File: src/rtl/tx_dispatcher.sv
// -----------------------------------------------------------------------------
// tx_dispatcher
// Pops packets from the host receive FIFO (first-word-fall-through), decodes a
// one-word header {dest[31:29], reserved[28:8], length[7:0]} and steers the
// following payload words into one of eight peripheral TX FIFOs. Per-FIFO
// backpressure is honoured. Packets addressed to disabled peripherals are
// drained from the host FIFO and discarded.
//
// Parameters
//   PERIPH_ENABLE  bit n = 1 : peripheral n exists
//   DATA_WIDTH     word width (>= 32)
//
// Ports
//   clk            system clock
//   rst            asynchronous active-high reset
//   host_rx_empty  host RX FIFO empty
//   host_rx_data   head word of host RX FIFO
//   host_rx_rd     pop host RX FIFO this cycle
//   tx_fifo_full   full flag per peripheral TX FIFO
//   tx_fifo_wr     one-hot write strobe per peripheral TX FIFO
//   tx_fifo_data   write data shared by all TX FIFOs
//   busy           packet in progress
//   dest           destination of current/last packet
//   drop_pulse     one-cycle pulse after a header to a disabled peripheral
// -----------------------------------------------------------------------------
module tx_dispatcher #(
  parameter logic [7:0] PERIPH_ENABLE = 8'hFF,
  parameter int         DATA_WIDTH    = 32
) (
  input  logic                  clk,
  input  logic                  rst,
  input  logic                  host_rx_empty,
  input  logic [DATA_WIDTH-1:0] host_rx_data,
  output logic                  host_rx_rd,
  input  logic [7:0]            tx_fifo_full,
  output logic [7:0]            tx_fifo_wr,
  output logic [DATA_WIDTH-1:0] tx_fifo_data,
  output logic                  busy,
  output logic [2:0]            dest,
  output logic                  drop_pulse
);

  localparam logic [1:0] S_IDLE    = 2'd0;
  localparam logic [1:0] S_PAYLOAD = 2'd1;
  localparam logic [1:0] S_DROP    = 2'd2;

  logic [1:0] r_state;
  logic [7:0] r_count;
  logic [2:0] r_dest;
  logic       r_drop_pulse;

  logic [2:0] w_hdr_dest;
  logic [7:0] w_hdr_len;
  logic       w_pop;
  logic [7:0] w_wr;

  assign w_hdr_dest = host_rx_data[31:29];
  assign w_hdr_len  = host_rx_data[7:0];

  // Pop decision per state; reset is folded in so the pop strobe drops
  // together with the registers when reset is asserted mid-cycle.
  always_comb begin
    w_pop = 1'b0;
    if (rst) begin
      w_pop = 1'b0;
    end else begin
      case (r_state)
        S_IDLE:    w_pop = !host_rx_empty;
        S_PAYLOAD: w_pop = !host_rx_empty && !tx_fifo_full[r_dest];
        S_DROP:    w_pop = !host_rx_empty;
        default:   w_pop = 1'b0;
      endcase
    end
  end

  // Write strobe: only payload pops write, and only into the destination FIFO.
  always_comb begin
    w_wr = 8'h00;
    if ((r_state == S_PAYLOAD) && w_pop) begin
      w_wr = 8'h01 << r_dest;
    end else begin
      w_wr = 8'h00;
    end
  end

  // Packet state machine: header decode, payload countdown, drop handling.
  always_ff @(posedge clk or posedge rst) begin
    if (rst) begin
      r_state      <= S_IDLE;
      r_count      <= 8'd0;
      r_dest       <= 3'd0;
      r_drop_pulse <= 1'b0;
    end else begin
      r_drop_pulse <= 1'b0;
      case (r_state)
        S_IDLE: begin
          if (w_pop) begin
            r_dest  <= w_hdr_dest;
            r_count <= w_hdr_len;
            if (!PERIPH_ENABLE[w_hdr_dest]) begin
              // Pulse even for zero-length headers so the host sees every drop.
              r_drop_pulse <= 1'b1;
              if (w_hdr_len != 8'd0) begin
                r_state <= S_DROP;
              end
            end else if (w_hdr_len != 8'd0) begin
              r_state <= S_PAYLOAD;
            end
          end
        end
        S_PAYLOAD, S_DROP: begin
          if (w_pop) begin
            // Count is loaded with >= 1 and the state exits at 1: it never wraps.
            r_count <= r_count - 8'd1;
            if (r_count == 8'd1) begin
              r_state <= S_IDLE;
            end
          end
        end
        default: begin
          r_state <= S_IDLE;
        end
      endcase
    end
  end

  assign host_rx_rd   = w_pop;
  assign tx_fifo_wr   = w_wr;
  assign tx_fifo_data = host_rx_data;
  assign busy         = (r_state != S_IDLE);
  assign dest         = r_dest;
  assign drop_pulse   = r_drop_pulse;

endmodule

File: config.mk
export PLATFORM = sky130hd
export DESIGN_NAME = tx_dispatcher
export DESIGN_NICKNAME = d
export VERILOG_FILES = /design/src/rtl/tx_dispatcher.sv
export SDC_FILE = /design/constraint.sdc
export NUM_CORES = 1
export LEC_CHECK = 0
export CAP_MARGIN = 0
export CORE_MARGIN = 5
export CORE_UTILIZATION = 34
export CTS_CLUSTER_DIAMETER = 60
export CTS_CLUSTER_SIZE = 12
export DETAILED_ROUTE_END_ITERATION = 6
export PLACE_DENSITY = 0.83
export RECOVER_POWER = 100
export SLEW_MARGIN = 10
export SYNTH_ARGS = -nofsm -noshare
export SYNTH_HDL_FRONTEND = slang
export SYNTH_SLANG_ARGS = --single-unit
File: constraint.sdc
create_clock -name clk -period 2.45 [get_ports clk]
set_input_delay 0.735 -clock clk [delete_from_list [all_inputs] [get_ports clk]]
set_output_delay 0.735 -clock clk [all_outputs]
set_load 0.02 [all_outputs]
==> results.toml <==
[status]
status = "finished with violations"
violations = "negative setup slack"

[yosys]
synth_cells = 156
synthesis.area_um2 = 1200
ys_warn_count = 0
ys_types = 37
syn-num-nets = 201
ys_seq_area_share_pct = 25.03
yosys_register_bits = 12
avgSynthCellArea_um2 = 7.692

[die]
core_area_um2 = 3390
dieArea_um2 = 4817
rows = 21
initial_utilization_pct = 35.40
fp.dieH_um = 69.41
die_w_um = 69.41
io_pins = 89

[finish]
antenna_cells = 0
syn_to_final_growth_pct = 53.39
design_area_um2 = 1841
filler_cell_count = 296
final_cell_mix = "buf_4, nand2_1, dlygate4sd3_1, dlygate4sd2_1, dfrtp_1"
layout_commonest_cell = "buf_4"
multi_input_area_um2 = 714.4
final_nets = 246
drive_above_1_share_pct = 33.50
regArea_um2 = 300.3

[timing]
setup_slack_ns = -0.1595
slew_viol_final = 0
fin_setup_tns_ns = -1.111
slew_headroom_pct = 60.18
tightest_slew_ns = 0.5928
fmax_mhz = 383.2
hold_viol = 0
setup_viol = 9
fin_skew_ns = 0.005961
min_period_over_period_pct = 106.5
rsz0062_at_grt = "yes"
period_needed_ns = 2.610

[routing]
met1Wirelength_mm = 1.327
met3WireLength_um = 321
routed_wl_mm = 3.408
drcViolationCount = 0
drt_first_pass_iters = 4
routed_via_density = 5.024
postRouteAntennaNets = 0
highest_layer = "met4"
wl_per_cell_um = 13.85
dr_wl_met2_mm = 1.726
dr_total_vias = 1236
drt_iter0_markers = 97

[cts]
cts_buffers = 3
ctsLongestPathBuffers = 2
clock-sinks = 12
cts_tree = "done"
cts_root_buffer = "clkbuf_4"
clk_pin_slew_ns = 0.07
clk_latency_ns = 0.28
hold_buffers = 0
htreeDepth = 1

[setup_path]
required_ns = 1.71
reg2reg_depth = 8
timing.rr.end = "r_count[4]"
end_kind = "primary output"
crit_chain = "buf_6 > mux2_4 > a2bb2oi_4 > nand2_2 > nand2_4 > buf_12 > nor4_4 > buf_4"
critical_path.top_delay_family = "buffers and inverters"
crit_arrival_ns = 1.87
r2r_slack_ns = 0.30
crit_path_start_kind = "input port"
worstPathMaxFanout = 4
slowest_delay_ns = 0.28
crit_buf_inv = 3
timing.rr.start = "dest[1]"
path_class = "in2out"
slowest_stage = "mux2_4"

[pwr]
power_density_nw_per_um2 = 547.2
total_power_mw = 1.007
leakage_nw = 0.8253
irDropWorstVdd_v = 0.0001840

[global_route]
globalRouteTotalUtil_pct = 13.62
grt-ovfl-total = 0
antenna_found_initial = 0
grt_max_degree = 19
grt_pass1_wl_mm = 5.499
grt_pass1_vias = 1097

[flow_run]
drv_cap = 0

[min_path]
worst_hold_path.num_cells = 2
hp-class = "reg2reg"
min-delay-start = "r_count[5]"
hold_path_end = "r_count[5]"

[placement]
place.port_buffers = 45
hpwl_mm = 2.623
placed_area_um2 = 1745
place_congestion = 0.9002
-- metal layers --
layer	vias up	GRT usage [%]
li1	600	-
met1	559	17.39
met2	74	22.67
met3	3	3.188
met4	0	4.121
met5	-	0
-- worst reg2reg max path: stages, from the launching register on --
cell and delay [ns]:
dfrtp_1 0.42, buf_4 0.14, mux2i_1 0.21, a22oi_2 0.12, buf_4 0.15, buf_4 0.14
a2111oi_0 0.54, a31oi_1 0.17, a2bb2oi_1 0.15
-- Yosys cell counts, drive strengths merged --
cell type | number | share of area (%)
buf | 37 | 23
nand2 | 25 | 7.8
dfrtp | 12 | 25
nor2 | 9 | 2.8
nor3 | 9 | 3.8
inv | 6 | 1.9
nor4 | 6 | 3.1
a21oi | 4 | 2.6
a2bb2oi | 4 | 3.4
clkbuf | 4 | 1.3
nand3 | 4 | 1.7
nand4 | 4 | 2.1
o21ai | 4 | 1.7
mux2i | 3 | 2.5
nor2b | 3 | 1.6
o22ai | 3 | 1.6
a22oi | 2 | 1.7
a31oi | 2 | 1.0
ha | 2 | 2.1
o211ai | 2 | 1.3
a2111oi | 1 | 1.3
a21o | 1 | 0.63
and2 | 1 | 0.73
and3 | 1 | 0.52
and4 | 1 | 0.73
conb | 1 | 0.31
mux2 | 1 | 1.3
nand2b | 1 | 0.52
o21a | 1 | 0.63
o31a | 1 | 0.73
or2 | 1 | 0.52
-- registers in the layout, summed over array words and instances (netlist names) --
register,flops
dest,3
r_count,8
r_state,1
-- logic make-up (layout without fill, tap and decap cells) --
group,Yosys count,count (layout),share of synthesized area [%]
flip-flops,12,12,25.03
AO/OA/AOI/OAI,25,25,16.47
multiplexers,4,4,3.754
adder cells (fa/ha/maj),2,2,2.085
buffers and inverters,47,91,26.49
AND/OR/NAND/NOR,65,65,25.86
other,1,1,0.3125
-- worst max-delay path by stage --
stage                          startpoint       endpoint  slack [ns]  cells past startpoint
after floorplan           tx_fifo_full[5]  tx_fifo_wr[0]       0.005                      5
final                     tx_fifo_full[5]  tx_fifo_wr[2]       -0.16                      8
after global routing      tx_fifo_full[5]  tx_fifo_wr[2]       -0.22                      8
after CTS                 tx_fifo_full[5]  tx_fifo_wr[1]       -0.20                      8
after global placement    tx_fifo_full[5]  tx_fifo_wr[0]       -0.90                      7
after detailed placement  tx_fifo_full[5]  tx_fifo_wr[6]       -0.93                      7
-- area by class of cell --
type / count / share of cell area, %
timing repair buffer: 81 / 38.55
sequential: 12 / 16.32
clock buffer: 4 / 1.971
tap: 46 / 3.127
multi-input combinational: 97 / 38.82
inverter: 6 / 1.224
-- stage by stage --
| stage | utilization [%] | std cells | setup slack, ns | hold WS [ns] |
|---|---|---|---|---|
| 2_1_floorplan | - | 156 | 0.005095 | 0.5096 |
| 3_3_place_gp | 51.50 | 235 | -0.8969 | 0.5321 |
| 3_5_place_dp | 51.50 | 235 | -0.9319 | 0.5492 |
| 4_1_cts | 54.04 | 245 | -0.2042 | 0.5612 |
| 5_1_grt | 54.30 | 246 | -0.2247 | 0.6240 |
| 6_report | 54.30 | 246 | -0.1595 | 0.5731 |
-- power by group --
part,leakage [nW],switching (mW),internal [mW],total (mW)
Clock,0.0210,0.0704,0.0905,0.161
Sequential,0.137,0.0502,0.238,0.288
Combinational,0.667,0.279,0.279,0.559
-- what timing repair did --
action                     CTS  global route
pin swaps                    9             5
buffers inserted             6             1
setup endpoints to repair   20             9
gates resized for setup     83             4
(Power assumes the default switching activity.)
